===== src/rtl/zoom_nn_ctrl_pkg.sv =====
// Shared types and constants for the nearest-neighbour zoom sequencer.
package zoom_nn_ctrl_pkg;

  typedef enum logic [1:0] {
    MODE_PASS = 2'b00,
    MODE_ZIN  = 2'b01,
    MODE_ZOUT = 2'b10,
    MODE_RSVD = 2'b11
  } mode_e;

  typedef enum logic [1:0] {
    S_IDLE,
    S_SCAN,
    S_FLUSH,
    S_DONE
  } state_e;

  localparam int DEF_H_RES = 320;
  localparam int DEF_V_RES = 240;
  localparam int DEF_PIX_W = 8;
  localparam int DEF_FRAME = DEF_H_RES * DEF_V_RES;

  // Multiply by an elaboration-time constant as a sum of shifted terms;
  // with k constant this folds to a few adders (320 -> (v<<8)+(v<<6)).
  function automatic logic [31:0] mul_const(input logic [31:0] v, input int k);
    logic [31:0] acc;
    acc = '0;
    for (int i = 0; i < 31; i++)
      if (k[i]) acc = acc + (v << i);
    return acc;
  endfunction

endpackage


===== src/rtl/zoom_nn_ctrl_if.sv =====
// Frame-memory port bundle: source RAM read side and output memory write side.
interface zoom_nn_ctrl_if #(
  parameter int ADDR_W = 17,
  parameter int PIX_W  = 8
);
  logic [ADDR_W-1:0] src_addr;
  logic              src_rd_en;
  logic [PIX_W-1:0]  src_rdata;
  logic [ADDR_W-1:0] dst_addr;
  logic              dst_we;
  logic [PIX_W-1:0]  dst_wdata;

  modport master (
    output src_addr, src_rd_en, dst_addr, dst_we, dst_wdata,
    input  src_rdata
  );

  modport slave (
    input  src_addr, src_rd_en, dst_addr, dst_we, dst_wdata,
    output src_rdata
  );
endinterface


===== src/rtl/zoom_addr_gen.sv =====
// Combinational map from output coordinate (x,y) to source address and border flag.
module zoom_addr_gen
  import zoom_nn_ctrl_pkg::*;
#(
  parameter int H_RES  = DEF_H_RES,
  parameter int V_RES  = DEF_V_RES,
  parameter int ADDR_W = 17,
  parameter int XW     = $clog2(H_RES),
  parameter int YW     = $clog2(V_RES)
) (
  input  mode_e             mode,
  input  logic [XW-1:0]     x,
  input  logic [YW-1:0]     y,
  output logic [ADDR_W-1:0] src_addr,
  output logic              is_border
);
  localparam int XQ = H_RES / 4;
  localparam int YQ = V_RES / 4;

  logic [XW-1:0] sx;
  logic [YW-1:0] sy;
  logic          in_win;

  assign in_win = (x >= XW'(XQ)) && (x < XW'(3 * XQ)) &&
                  (y >= YW'(YQ)) && (y < YW'(3 * YQ));

  always_comb begin
    sx        = x;
    sy        = y;
    is_border = 1'b0;
    case (mode)
      MODE_ZIN: begin
        sx = XW'(XQ) + (x >> 1);
        sy = YW'(YQ) + (y >> 1);
      end
      MODE_ZOUT: begin
        if (in_win) begin
          sx = (x - XW'(XQ)) << 1;
          sy = (y - YW'(YQ)) << 1;
        end else begin
          sx        = '0;
          sy        = '0;
          is_border = 1'b1;
        end
      end
      default: ;
    endcase
    src_addr = ADDR_W'(mul_const(32'(sy), H_RES) + 32'(sx));
  end

endmodule


===== src/rtl/zoom_nn_ctrl.sv =====
// Raster sequencer: one source read per clock, matching output write one clock later.
module zoom_nn_ctrl
  import zoom_nn_ctrl_pkg::*;
#(
  parameter int              H_RES  = DEF_H_RES,
  parameter int              V_RES  = DEF_V_RES,
  parameter int              ADDR_W = 17,
  parameter int              PIX_W  = DEF_PIX_W,
  parameter logic [PIX_W-1:0] BORDER = '0
) (
  input  logic             clk,
  input  logic             reset,
  input  logic             start,
  input  logic [1:0]       mode,
  output logic             busy,
  output logic             done,
  zoom_nn_ctrl_if.master   mem
);
  localparam int XW = $clog2(H_RES);
  localparam int YW = $clog2(V_RES);

  state_e            state_q, state_d;
  mode_e             mode_q, mode_d;
  logic [XW-1:0]     x_q, x_d;
  logic [YW-1:0]     y_q, y_d;
  logic [ADDR_W-1:0] pix_q, pix_d;
  logic [ADDR_W-1:0] hold_q, hold_d;
  logic [ADDR_W-1:0] dst_addr_q, dst_addr_d;
  logic              dst_we_q, dst_we_d;
  logic              border_q, border_d;

  logic [ADDR_W-1:0] gen_addr;
  logic              gen_border;
  logic              scan, last_px;

  zoom_addr_gen #(
    .H_RES(H_RES), .V_RES(V_RES), .ADDR_W(ADDR_W), .XW(XW), .YW(YW)
  ) u_addr_gen (
    .mode(mode_q), .x(x_q), .y(y_q),
    .src_addr(gen_addr), .is_border(gen_border)
  );

  assign scan    = (state_q == S_SCAN);
  assign last_px = (x_q == XW'(H_RES - 1)) && (y_q == YW'(V_RES - 1));

  always_comb begin
    state_d    = state_q;
    mode_d     = mode_q;
    x_d        = x_q;
    y_d        = y_q;
    pix_d      = pix_q;
    hold_d     = hold_q;
    dst_addr_d = dst_addr_q;
    border_d   = border_q;
    dst_we_d   = 1'b0;
    case (state_q)
      S_IDLE: begin
        if (start) begin
          mode_d  = (mode == MODE_RSVD) ? MODE_PASS : mode_e'(mode);
          x_d     = '0;
          y_d     = '0;
          pix_d   = '0;
          state_d = S_SCAN;
        end
      end
      S_SCAN: begin
        dst_we_d   = 1'b1;
        dst_addr_d = pix_q;
        border_d   = gen_border;
        if (!gen_border) hold_d = gen_addr;
        pix_d = pix_q + 1'b1;
        if (x_q == XW'(H_RES - 1)) begin
          x_d = '0;
          y_d = y_q + 1'b1;
        end else begin
          x_d = x_q + 1'b1;
        end
        if (last_px) state_d = S_FLUSH;
      end
      S_FLUSH: state_d = S_DONE;
      S_DONE:  state_d = S_IDLE;
      default: state_d = S_IDLE;
    endcase
  end

  always_ff @(posedge clk) begin
    if (reset) begin
      state_q    <= S_IDLE;
      mode_q     <= MODE_PASS;
      x_q        <= '0;
      y_q        <= '0;
      pix_q      <= '0;
      hold_q     <= '0;
      dst_addr_q <= '0;
      dst_we_q   <= 1'b0;
      border_q   <= 1'b0;
    end else begin
      state_q    <= state_d;
      mode_q     <= mode_d;
      x_q        <= x_d;
      y_q        <= y_d;
      pix_q      <= pix_d;
      hold_q     <= hold_d;
      dst_addr_q <= dst_addr_d;
      dst_we_q   <= dst_we_d;
      border_q   <= border_d;
    end
  end

  assign busy          = scan || (state_q == S_FLUSH);
  assign done          = (state_q == S_DONE);
  // Border pixels skip the read and leave the address bus parked on the last read.
  assign mem.src_rd_en = scan && !gen_border;
  assign mem.src_addr  = mem.src_rd_en ? gen_addr : hold_q;
  assign mem.dst_we    = dst_we_q;
  assign mem.dst_addr  = dst_addr_q;
  assign mem.dst_wdata = !dst_we_q ? '0 : (border_q ? BORDER : mem.src_rdata);

endmodule


===== src/flat_wrapper.sv =====
// flat-port wrapper written by rule: the top's interface ports become plain ports
module zoom_nn_ctrl_flat import zoom_nn_ctrl_pkg::*;
#(
  parameter int              H_RES  = DEF_H_RES,
  parameter int              V_RES  = DEF_V_RES,
  parameter int              ADDR_W = 17,
  parameter int              PIX_W  = DEF_PIX_W,
  parameter logic [PIX_W-1:0] BORDER = '0
)
  (clk, reset, start, mode, busy, done, mem_src_addr, mem_src_rd_en, mem_dst_addr, mem_dst_we, mem_dst_wdata, mem_src_rdata);
  zoom_nn_ctrl_if #(.ADDR_W(ADDR_W), .PIX_W(PIX_W)) mem_i ();
  input  logic clk;
  input  logic reset;
  input  logic start;
  input  logic [1:0] mode;
  output logic busy;
  output logic done;
  output wire logic [$bits(mem_i.src_addr)-1:0] mem_src_addr;
  output wire logic [$bits(mem_i.src_rd_en)-1:0] mem_src_rd_en;
  output wire logic [$bits(mem_i.dst_addr)-1:0] mem_dst_addr;
  output wire logic [$bits(mem_i.dst_we)-1:0] mem_dst_we;
  output wire logic [$bits(mem_i.dst_wdata)-1:0] mem_dst_wdata;
  input wire logic [$bits(mem_i.src_rdata)-1:0] mem_src_rdata;
  assign mem_src_addr = mem_i.src_addr;
  assign mem_src_rd_en = mem_i.src_rd_en;
  assign mem_dst_addr = mem_i.dst_addr;
  assign mem_dst_we = mem_i.dst_we;
  assign mem_dst_wdata = mem_i.dst_wdata;
  assign mem_i.src_rdata = mem_src_rdata;
  zoom_nn_ctrl #(.H_RES(H_RES), .V_RES(V_RES), .ADDR_W(ADDR_W), .PIX_W(PIX_W), .BORDER(BORDER)) u_core (.clk(clk), .reset(reset), .start(start), .mode(mode), .busy(busy), .done(done), .mem(mem_i));
endmodule

===== config.mk =====
export PLATFORM = sky130hd
export DESIGN_NAME = zoom_nn_ctrl_flat
export DESIGN_NICKNAME = d
export VERILOG_FILES = /design/src/rtl/zoom_nn_ctrl_pkg.sv /design/src/rtl/zoom_nn_ctrl_if.sv /design/src/rtl/zoom_addr_gen.sv /design/src/rtl/zoom_nn_ctrl.sv /design/src/flat_wrapper.sv
export SDC_FILE = /design/constraint.sdc
export NUM_CORES = 1
export LEC_CHECK = 0
export BUFFER_PORTS_ARGS = -buffer_cell sky130_fd_sc_hd__clkbuf_2
export CORE_ASPECT_RATIO = 1.4
export CORE_MARGIN = 10
export CORE_UTILIZATION = 58
export CTS_CLUSTER_DIAMETER = 100
export DETAILED_ROUTE_END_ITERATION = 8
export GPL_TIMING_DRIVEN = 0
export PLACE_DENSITY = 0.77
export RECOVER_POWER = 50
export SETUP_SLACK_MARGIN = 0.2
export SYNTH_ARGS = -nofsm -noshare
export SYNTH_HDL_FRONTEND = slang
export SYNTH_SLANG_ARGS = --single-unit

===== constraint.sdc =====
create_clock -name clk -period 4.09 [get_ports clk]
set_input_delay 0.2045 -clock clk [delete_from_list [all_inputs] [get_ports clk]]
set_output_delay 0.2045 -clock clk [all_outputs]
set_load 0.05 [all_outputs]

Word level (Yosys, flattened, before mapping)
Index checks and enable logic that the tools add are counted.
{ "word_totals": {"mem_count": 0, "word_cells": 70, "mem_bits_rw": 0, "latchBits": 0, "out_inout_bits": 46, "inputBits": 13, "rom_bits": 0, "ff_bits": 74} }
{ "classes": {"n_bitwise": 1, "muxes": 22, "magnitude_cmp": 4, "reduce_logical": 14, "div": 0, "eq_ne": 11, "shifts": 0, "add_sub_neg": 9, "n_mul": 0} }
{ "ops": {"columns": ["operator", "n"], "rows": [
  ["8-bit 2-to-1 mux", 5],
  ["9-bit case mux with 2 select lines", 2],
  ["17-bit 2-to-1 mux", 2],
  ["17-bit case mux with 2 select lines", 1],
  ["8-bit case mux with 2 select lines", 2],
  ["9-bit 2-to-1 mux", 3],
  ["14-bit by 16-bit adder with 17-bit output", 1],
  ["17-bit by 1-bit adder with 17-bit output (second input constant)", 1],
  ["17-bit by 9-bit adder with 17-bit output", 1],
  ["7-bit by 8-bit adder with 9-bit output (first input constant)", 1],
  ["9-bit by 1-bit adder with 9-bit output (second input constant)", 1],
  ["9-bit == test (second input constant)", 1],
  ["9-bit by 7-bit greater-or-equal comparator with 1-bit output (second input constant)", 1],
  ["9-bit by 8-bit < comparator with 1-bit output (second input constant)", 1],
  ["6-bit by 7-bit adder with 8-bit output (first input constant)", 1],
  ["8-bit by 1-bit adder with 8-bit output (second input constant)", 1],
  ["2-bit == test (second input constant)", 4],
  ["8-bit == test (second input constant)", 1],
  ["8-bit by 6-bit greater-or-equal comparator with 1-bit output (second input constant)", 1],
  ["8-bit < comparator (second input constant)", 1],
  ["2-bit case mux with 4 select lines", 1],
  ["2-bit AND reduction", 4],
  ["8-bit by 7-bit subtractor with 8-bit output (second input constant)", 1],
  ["7-bit by 6-bit subtractor with 7-bit output (second input constant)", 1],
  ["11 further kinds", 22]
]} }

Depth between registers and ports, before layout
Gate-level depths: netlist of run 1.
{ "depth": {"word_depth": 9, "mapped_depth": 15} }

By module
From an unflattened synthesis of run 1, not the netlist that was laid out.
{ "unflattened": {"hier_cells": 496, "area_unflattened_um2": 4340.4} }
{ "by_module_without_submodules": {"columns": ["mod", "area_each_um2", "cells_per_inst", "instances"], "rows": [
  ["zoom_nn_ctrl", 3219.3, 346, 1],
  ["zoom_addr_gen", 1121.1, 150, 1]
]} }

Worst setup path before layout of run 1
OpenSTA, ideal clock, no wires.
{ "synth_path": {"path_type": "register -> output", "start": "register u_core.y_q[3]", "end": "output port mem_src_addr[13]", "n_path_buf": 1, "path_slack_ns": -0.587, "stages_incl_launch_ff": 15, "t_required_ns": 3.885, "arrival_time_ns": 4.473, "path_cell_list": "dfxtp_1 ha_1 buf_2 a311o_1 nand3_4 nor4_4 a221oi_1 a21oi_1 fa_1 fa_1 a211oi_1 o21bai_1 a21oi_1 xor2_1 o21ai_0"} }
{ "synth_between": {"elab_chain_cells": 8, "word_cells_on_any_way": 17, "classes_between": "add/sub: 4; order compare: 2; mux: 7; reduce/logical: 4"} }
{ "synth_rtl": {"columns": ["item", "line", "source"], "rows": [
  ["start, declared", "zoom_nn_ctrl.sv:25", "logic [YW-1:0] y_q, y_d;"],
  ["start signal, assigned", "zoom_nn_ctrl.sv:101", "y_q <= y_d;"],
  ["8-bit by 6-bit greater-or-equal comparator with 1-bit output", "zoom_addr_gen.sv:25", "(y >= YW'(YQ)) && (y < YW'(3 * YQ));"],
  ["1-bit logical AND", "zoom_addr_gen.sv:24", "assign in_win = (x >= XW'(XQ)) && (x < XW'(3 * XQ)) &&"],
  ["1-bit logical AND", "zoom_addr_gen.sv:25", null],
  ["8-bit 2-to-1 mux or 1-bit 2-to-1 mux (tied branches)", "zoom_addr_gen.sv:37", "if (in_win) begin"],
  ["8-bit case mux with 2 select lines or 1-bit 2-to-1 mux (tied branches)", "zoom_addr_gen.sv:31", "case (mode)"],
  ["14-bit by 16-bit adder with 17-bit output or 1-bit zero test (tied branches)", null, null],
  ["17-bit by 9-bit adder with 17-bit output or 1-bit logical AND (tied branches)", "zoom_addr_gen.sv:48, zoom_nn_ctrl.sv:113", null],
  ["17-bit 2-to-1 mux *", "zoom_nn_ctrl.sv:114", "assign mem.src_addr = mem.src_rd_en ? gen_addr : hold_q;"],
  ["end, declared", "flat_wrapper.sv:18", "output wire logic [$bits(mem_i.src_addr)-1:0] mem_src_addr;"]
]} }
Every way passes the cells marked *; elsewhere a longest branch is shown, timed or not.

Worst setup path after layout of run 1
Ends and elaborated chain as after synthesis.

==> run summary, run 1 <==
DR pass1 iterations -> 5
failing checks -> setup timing
FP Rows -> 37
DRT iter0 DRCs -> 387
most used flip-flop cell after synthesis -> dfxtp_1
Max clock buf depth -> 2
vias in the first global route -> 4085
endpoints failing hold -> 0
first-pass GRT wire length -> 19400 µm
syn avg cell area -> 8.77 µm²
Power Density -> 523 nW/µm²
Tcrit/Tclk final -> 1.07
Area after DPL -> 4940 µm²
critical path type -> flop to primary output
synth-to-layout area growth -> 28.4%
max_slew headroom -> 0.472
H-tree level count -> 3
post-synth top area cell -> dfxtp_1
Remaining DRCs -> 0
status -> finished with violations
fin area -> 5720 µm²
area of the core -> 7410 µm²
fin util -> 0.772
ys async rst share -> 0
RSZ-0062 raised after global routing -> yes
Worst path slowest cell -> fa_2
RR Startpoint -> u_core.y_q[3]$_SDFFE_PP0P_
post-synthesis cell type count -> 64
Fin Setup TNS -> -1250 ps
Inst Count DP -> 662
leak pwr -> 2.23 nW
Final Worst Setup Slack -> -294 ps
Synth Register Bits -> 74
clk_lat worst skew -> 370 ps
Root Buffer -> clkbuf_8
Yosys Warn Count -> 0
count of final setup violators -> 6
port bufs -> 57
Seq/Total Area, Yosys -> 0.332
Max VDD drop -> 0.397 mV
largest cells by area after synthesis -> dfxtp_1 (33%), ha_1 (9.8%), xnor2_1 (4.9%), nor2_1 (4.8%), mux2i_1 (4.5%)
Hold Crit Class -> input pin to flop
Hold EP -> u_core.mode_q[1]$_SDFFE_PP0P_
Post-synth EDFFs -> 0
initial antenna violation count -> 0
hold path startpoint -> mode[0]
FF-to-FF setup slack -> 110 ps
largest net degree at the start of global routing -> 13
clock sink total -> 74
DIE HEIGHT -> 124 µm
global route overflow -> 0
Final Non-Filler Cells -> 705
Max Fclk -> 0.228 GHz
Setup crit start kind -> flop
CTS tree -> done
max-cap check violation count -> 0
Total GRT Usage -> 0.208
max-slew violations -> 0
commonest non-fill, non-tap cell in the layout -> dfxtp_1
minimum clock period -> 4380 ps
worst path cell trace -> ha_4, buf_6, a311o_1, nand3_4, nor4_4, buf_6, a221oi_4, a21oi_2, ha_1, ha_2, fa_2, a211oi_2, o21bai_1, a21oi_2, xor2_1, buf_4, o21ai_4, buf_8
layout cell share with drive strength beyond 1 -> 0.275
via count -> 4172
crit path DAT -> 4180 ps
Mapped Cells -> 508
WL/cell -> 18.3 µm
Worst EP required -> 3890 ps
CP max FO -> 6
actual slew at the worst max-slew pin -> 792 ps
most frequent cells in the layout -> dfxtp_1 (68), nor2_1 (57), clkbuf_1 (43)
die area -> 11600 µm²
FF-to-FF End -> u_core.hold_q[13]$_SDFFE_PP0P_
Die Wd -> 94.1 µm
Hold Crit Depth -> 4
syn_nets -> 558
Starting Density -> 0.602
ANT cells -> 0
share of the synthesized area in the top cell type -> 0.332
worst stage delay on the critical path -> 410 ps
Final HPWL DP -> 8490 µm
total wire length -> 12900 µm
Setup Skew -> 11.4 ps
R2R depth -> 19
Vias/cell -> 5.92
Clock transition at path regs -> 90 ps
GP Congestion -> 0.906
CTS Hold Bufs -> 0
post-route antenna net violation count -> 0
crit end category -> primary output
final net count -> 653
I/O pins -> 59
CTS Buf Count -> 9
area of the mapped netlist -> 4460 µm²
## through the flow
step                power [mW]  setup slack (ps)  hold WS (ps)
floorplan                 1.91               214           421
global placement          2.19              -237           449
detailed placement        2.21              -346           454
CTS                       2.88             -61.5           165
global route              3.13              -440           203
finish                    2.99              -294           173
## state kept, by name (all words and copies together), names as in the netlist
signal,count
u_core.border_q,1
u_core.hold_q,17
u_core.mem.dst_addr,17
u_core.mem.dst_we,1
u_core.mode_q,2
u_core.pix_q,17
u_core.state_q,2
u_core.x_q,9
u_core.y_q,8
## layer usage
| layer | up-vias | GRT usage | share of wire |
|---|---|---|---|
| met3 | 48 | 0.0488 | 0.049 |
| met1 | 1996 | 0.215 | 0.38 |
| li1 | 1987 | - | - |
| met2 | 141 | 0.376 | 0.52 |
| met5 | - | 0 | 0 |
| met4 | 0 | 0.120 | 0.044 |
## power breakdown
group	switching, mW	internal [mW]
sequential	0.0474	0.797
clock	0.289	0.299
combinational	1.05	0.512
total	1.38	1.61
## worst max path at each step
stage,from,endpoint,depth (start not counted)
after floorplan,u_core.x_q[1]$_SDFFE_PP0P_,mem_src_addr[14],14
after global placement,u_core.y_q[3]$_SDFFE_PP0P_,mem_src_addr[14],15
after detailed placement,u_core.y_q[3]$_SDFFE_PP0P_,mem_src_addr[14],15
after CTS,u_core.y_q[3]$_SDFFE_PP0P_,mem_src_addr[16],16
after global routing,u_core.x_q[5]$_SDFFE_PP0P_,mem_src_addr[13],17
final,u_core.y_q[3]$_SDFFE_PP0P_,mem_src_addr[13],18
## cell usage after synthesis, drive strengths merged, types with 3 or more instances
master / number
nand2: 31
nor4: 8
dfxtp: 74
inv: 23
nor3: 7
a31o: 3
and3: 4
nand4: 12
nand3: 13
nand4b: 4
xor2: 11
a211oi: 9
nor2b: 3
a221oi: 9
or3: 7
buf: 17
a21o: 4
mux2i: 20
ha: 35
nand2b: 3
a21oi: 38
clkbuf: 11
o21a: 3
mux2: 7
xnor2: 25
a22oi: 3
nor2: 57
nor3b: 3
and2: 15
o21ai: 24
## cells by family (layout without fill, tap and decap cells)
family	count (synthesis)	in the layout	synth area share
compound gates	110	110	0.164
xor+xnor	36	36	0.0708
fa+ha+maj	37	37	0.107
buf+inv	51	151	0.0511
flops	74	74	0.332
mux	27	27	0.0626
simple gates	173	173	0.212
## critical path, delay by kind of cell (launching register included)
family	cells	cell delay (ps)
flip-flops	1	380
AND/OR/NAND/NOR	2	150
AO/OA/AOI/OAI	7	1370
XOR/XNOR	1	240
adder cells (fa/ha/maj)	4	1090
buffers and inverters	4	580
## final cells by class
class,count,area (µm²)
multi-input combinational,383,3100
fill,508,1690
sequential,74,1500
timing repair buffer,84,541
buffer,28,161
clock buffer,12,145
tap,97,121
inverter,23,98.8
clock inverter,4,51.3
## what timing repair did
action | in CTS | in global routing
setup buffers | 15 | 12
pin swaps | 30 | 24
setup endpoints to repair | 14 | 9
gates resized for setup | 60 | 44
(Power assumes the default switching activity.)
==> inputs of run 2 (changes only) <==
--- a/constraint.sdc
+++ b/constraint.sdc
@@ -3,2 +3,2 @@
 set_output_delay 0.2045 -clock clk [all_outputs]
-set_load 0.05 [all_outputs]
+set_load 0.01 [all_outputs]
==> run summary, run 2 (same netlist as run 1, synthesis figures left out) <==
crit path DAT -> 4010 ps
Inst Count DP -> 662
CTS tree -> done
Final Worst Setup Slack -> -121 ps
CTS Hold Bufs -> 0
Max clock buf depth -> 2
Final HPWL DP -> 8160 µm
CP max FO -> 3
clock network fraction of design power -> 0.200
first-pass GRT wire length -> 19600 µm
clock sink total -> 74
DR pass1 iterations -> 5
Root Buffer -> clkbuf_8
max_slew headroom -> 0.493
Internal Power -> 1.46 mW
Fin Setup TNS -> -342 ps
crit end category -> primary output
WL/cell -> 17.7 µm
endpoints failing hold -> 0
synth-to-layout area growth -> 22.4%
DRT iter0 DRCs -> 263
Final Non-Filler Cells -> 700
clk_lat worst skew -> 370 ps
via count -> 4169
CP Depth -> 16
worst stage delay on the critical path -> 500 ps
Power, Total -> 2.47 mW
Hold Crit Class -> input pin to flop
Power Density -> 452 nW/µm²
GR peak layer -> met2
Total GRT Usage -> 0.209
fin area -> 5460 µm²
I/O pins -> 59
Die Wd -> 94.1 µm
fin util -> 0.736
final net count -> 649
FP Rows -> 37
Switch Pwr -> 1.01 mW
Starting Density -> 0.602
family with the most delay on the worst path -> compound AO/OA/AOI/OAI gates
max-slew violations -> 0
actual slew at the worst max-slew pin -> 761 ps
Area after DPL -> 4860 µm²
minimum clock period -> 4210 ps
ANT cells -> 0
count of final setup violators -> 6
Setup Skew -> 8.83 ps
Hold Crit Depth -> 4
Remaining DRCs -> 0
multi-input logic area -> 2990 µm²
status -> finished with violations
GP Congestion -> 0.882
R2R depth -> 16
Setup crit start kind -> flop
DIE HEIGHT -> 124 µm
Tcrit/Tclk final -> 1.03
H-tree level count -> 3
CTS Buf Count -> 9
Comb pwr share -> 0.456
commonest non-fill, non-tap cell in the layout -> dfxtp_1
critical path type -> flop to primary output
Worst EP required -> 3890 ps
Clock transition at path regs -> 80 ps
global route overflow -> 0
register area -> 1500 µm²
vias in the first global route -> 4183
worst path cell trace -> ha_4, buf_6, a311o_1, nand3_4, nor4_4, buf_4, a221oi_2, a21oi_2, fa_2, fa_2, a211oi_2, o21bai_1, a21oi_1, xor2_1, o21ai_1, clkbuf_2
RSZ-0062 raised after global routing -> yes
initial antenna violation count -> 0
Max VDD drop -> 0.335 mV
met2 Use GR -> 0.376
hold slack -> 196 ps
pre-CTS setup slack -> -344 ps
failing checks -> setup timing
total wire length -> 12400 µm
leak pwr -> 2.16 nW
post-route antenna net violation count -> 0
area of the core -> 7410 µm²
routing usage on met1 -> 0.220
max-cap check violation count -> 0
Vias/cell -> 5.96
Worst path slowest cell -> fa_2
Max Fclk -> 0.237 GHz
die area -> 11600 µm²
worst path bufs/invs -> 3
Fillers -> 562
most frequent cells in the layout -> dfxtp_1 (69), nor2_1 (57), clkbuf_2 (38)
largest net degree at the start of global routing -> 13
Seq pwr share -> 0.343
Sw Share -> 0.410
CP dominant cell by count -> fa_2
GR Layer Usage met3 -> 0.0367
port bufs -> 57
layout cell share with drive strength beyond 1 -> 0.262
-- run 2: area by class of cell --
type / instances / area share
Multi-Input combinational cell: 383 / 0.549
Sequential cell: 74 / 0.274
Inverter: 23 / 0.0167
Clock inverter: 5 / 0.00596
Buffer: 28 / 0.0296
Tap cell: 97 / 0.0222
Clock buffer: 10 / 0.0234
Timing Repair Buffer: 80 / 0.0794
-- run 2: metal layers --
metal  up-vias  share of wire
li1       1988              -
met5         -              0
met1      1991           0.38
met3        45          0.053
met2       145           0.52
met4         0          0.043
-- run 2: repair_timing --
item	in CTS	in global routing
endpoints found under the setup margin	16	9
gates resized for setup	50	26
setup buffers	17	6
pin swaps	32	8
cloned	0	0
-- run 2: power by group through the flow --
stage	logic, mW	clock network (mW)	registers, mW
finish	1.13	0.495	0.847
global route	1.24	0.526	0.854
CTS	1.07	0.501	0.845
detailed placement	0.979	0	0.860
global placement	0.965	0	0.855
floorplan	0.693	0	0.849
-- run 2: worst min-delay path, cell delays in order --
cell	delay (ps)
clkbuf_2	100
nor3b_1	50
a21oi_1	110
nor2_1	50
-- run 2: worst paths after layout --
check                                      start                             end  slack, ps
hold / removal                           mode[1]   u_core.mode_q[0]$_SDFFE_PP0P_        200
setup reg to reg      u_core.y_q[2]$_SDFFE_PP0P_  u_core.hold_q[15]$_SDFFE_PP0P_        410
hold reg to reg   u_core.hold_q[12]$_SDFFE_PP0P_  u_core.hold_q[12]$_SDFFE_PP0P_        470
setup / recovery      u_core.y_q[2]$_SDFFE_PP0P_                mem_src_addr[13]       -120
==> inputs of run 3 (changes only) <==
--- a/config.mk
+++ b/config.mk
@@ -12,2 +12,3 @@
 export CTS_CLUSTER_DIAMETER = 100
+export CTS_CLUSTER_SIZE = 12
 export DETAILED_ROUTE_END_ITERATION = 8
==> constraint.sdc (replaced) <==
create_clock -name clk -period 4.09 [get_ports clk]
set_input_delay 0.818 -clock clk [delete_from_list [all_inputs] [get_ports clk]]
set_output_delay 0.818 -clock clk [all_outputs]
set_load 0.01 [all_outputs]
==> run summary, run 3 (same netlist as run 1, synthesis figures left out) <==
DRT iter0 DRCs -> 242
largest net degree at the start of global routing -> 13
H-tree level count -> 3
RSZ-0062 raised after global routing -> yes
CTS Buf Count -> 9
area of the core -> 7410 µm²
clock sink total -> 74
Power Density -> 463 nW/µm²
status -> finished with violations
Final Worst Setup Slack -> -730 ps
global route overflow -> 0
Setup crit start kind -> flop
Starting Density -> 0.602
Remaining DRCs -> 0
GP Congestion -> 0.892
Total GRT Usage -> 0.213
Root Buffer -> clkbuf_8
crit end category -> primary output
CTS tree -> done
vias in the first global route -> 4334
FP Rows -> 37
Tcrit/Tclk final -> 1.18
final net count -> 653
R2R depth -> 16
critical path type -> flop to primary output
Setup Skew -> 11.2 ps
post-route antenna net violation count -> 0
actual slew at the worst max-slew pin -> 707 ps
endpoints failing hold -> 0
failing checks -> setup timing
layout cell share with drive strength beyond 1 -> 0.270
Max clock buf depth -> 2
CP max FO -> 7
Max Fclk -> 0.207 GHz
max-slew violations -> 0
Clock transition at path regs -> 80 ps
commonest non-fill, non-tap cell in the layout -> dfxtp_1
leak pwr -> 2.22 nW
DR pass1 iterations -> 5
ANT cells -> 0
Worst EP required -> 3270 ps
clk_lat worst skew -> 360 ps
Vias/cell -> 5.88
port bufs -> 57
total wire length -> 12600 µm
count of final setup violators -> 9
initial antenna violation count -> 0
fin util -> 0.760
max-cap check violation count -> 0
Die Wd -> 94.1 µm
pre-CTS setup slack -> -702 ps
via count -> 4148
DIE HEIGHT -> 124 µm
CTS Hold Bufs -> 0
die area -> 11600 µm²
WL/cell -> 17.9 µm
Hold Crit Class -> flop to flop
crit path DAT -> 4000 ps
I/O pins -> 59
Final HPWL DP -> 8490 µm
max_slew headroom -> 0.523
minimum clock period -> 4820 ps
Hold Crit Depth -> 2
synth-to-layout area growth -> 26.3%
Max VDD drop -> 0.346 mV
first-pass GRT wire length -> 20400 µm
most frequent cells in the layout -> dfxtp_1 (68), nor2_1 (57), clkbuf_1 (34)
run 3: changes by cell type in the layout (fill, tap and decap cells not counted), sizes merged:
cell,before,now
buf,36,45
bufinv,0,1
clkinvlp,3,1
clkbuf,82,79
run 3: final timing paths:
check | start | endpoint | slack, ps
setup / recovery | u_core.y_q[3]$_SDFFE_PP0P_ | mem_src_addr[16] | -730
hold / removal | u_core.hold_q[5]$_SDFFE_PP0P_ | u_core.hold_q[5]$_SDFFE_PP0P_ | 490
setup reg to reg | u_core.y_q[3]$_SDFFE_PP0P_ | u_core.hold_q[15]$_SDFFE_PP0P_ | 410
hold reg to reg | u_core.hold_q[5]$_SDFFE_PP0P_ | u_core.hold_q[5]$_SDFFE_PP0P_ | 490
run 3: timing repair:
action | in CTS | in global routing
endpoints found under the setup margin | 14 | 9
gates resized for setup | 53 | 17
setup buffers | 22 | 5
pin swaps | 34 | 11
run 3: report_power, final:
part | internal, mW | switching (mW) | total, mW | leakage (nW)
Sequential | 0.796 | 0.0505 | 0.846 | 0.602
Combinational | 0.491 | 0.693 | 1.18 | 1.52
Clock | 0.299 | 0.279 | 0.578 | 0.0966
Total | 1.59 | 1.02 | 2.61 | 2.22
run 3: layer usage:
layer | global-route usage | share of wire | wire length [µm] | vias to the layer above
met4 | 0.122 | 0.047 | 591 | 0
met3 | 0.0500 | 0.063 | 789 | 49
met5 | 0 | 0 | 0 | -
met1 | 0.220 | 0.38 | 4750 | 1961
li1 | - | - | - | 1990
met2 | 0.386 | 0.51 | 6480 | 148
run 3: final cells by class:
cell class	count	area [µm²]
tap	97	121
multi-input combinational	383	3050
timing repair buffer	84	509
fill	544	1780
buffer	28	161
sequential	74	1500
clock inverter	4	51.3
inverter	23	91.3
clock buffer	12	145
run 3: worst max-delay path, stage by stage, from the launching register on:
cell and delay [ps]:
dfxtp_4 380, ha_4 130, buf_6 90, a311o_1 230, nand3_4 120, nor4_4 270
buf_6 180, buf_4 150, a22oi_1 100, o21ai_1 250, ha_1 310, ha_4 170
or4_4 530, a21o_1 160, and4b_1 220, or2_1 220, buf_2 140
run 3: stage by stage:
step | cells | power [mW] | area [µm²] | TNS, ps | hold WS [ps]
floorplan | 508 | 1.57 | 4540 | -416 | 440
global placement | 662 | 1.84 | 4940 | -3980 | 450
detailed placement | 662 | 1.88 | 4940 | -4330 | 464
CTS | 700 | 2.56 | 5560 | -3920 | 478
global route | 705 | 2.75 | 5630 | -6050 | 507
finish | 705 | 2.61 | 5630 | -4970 | 490
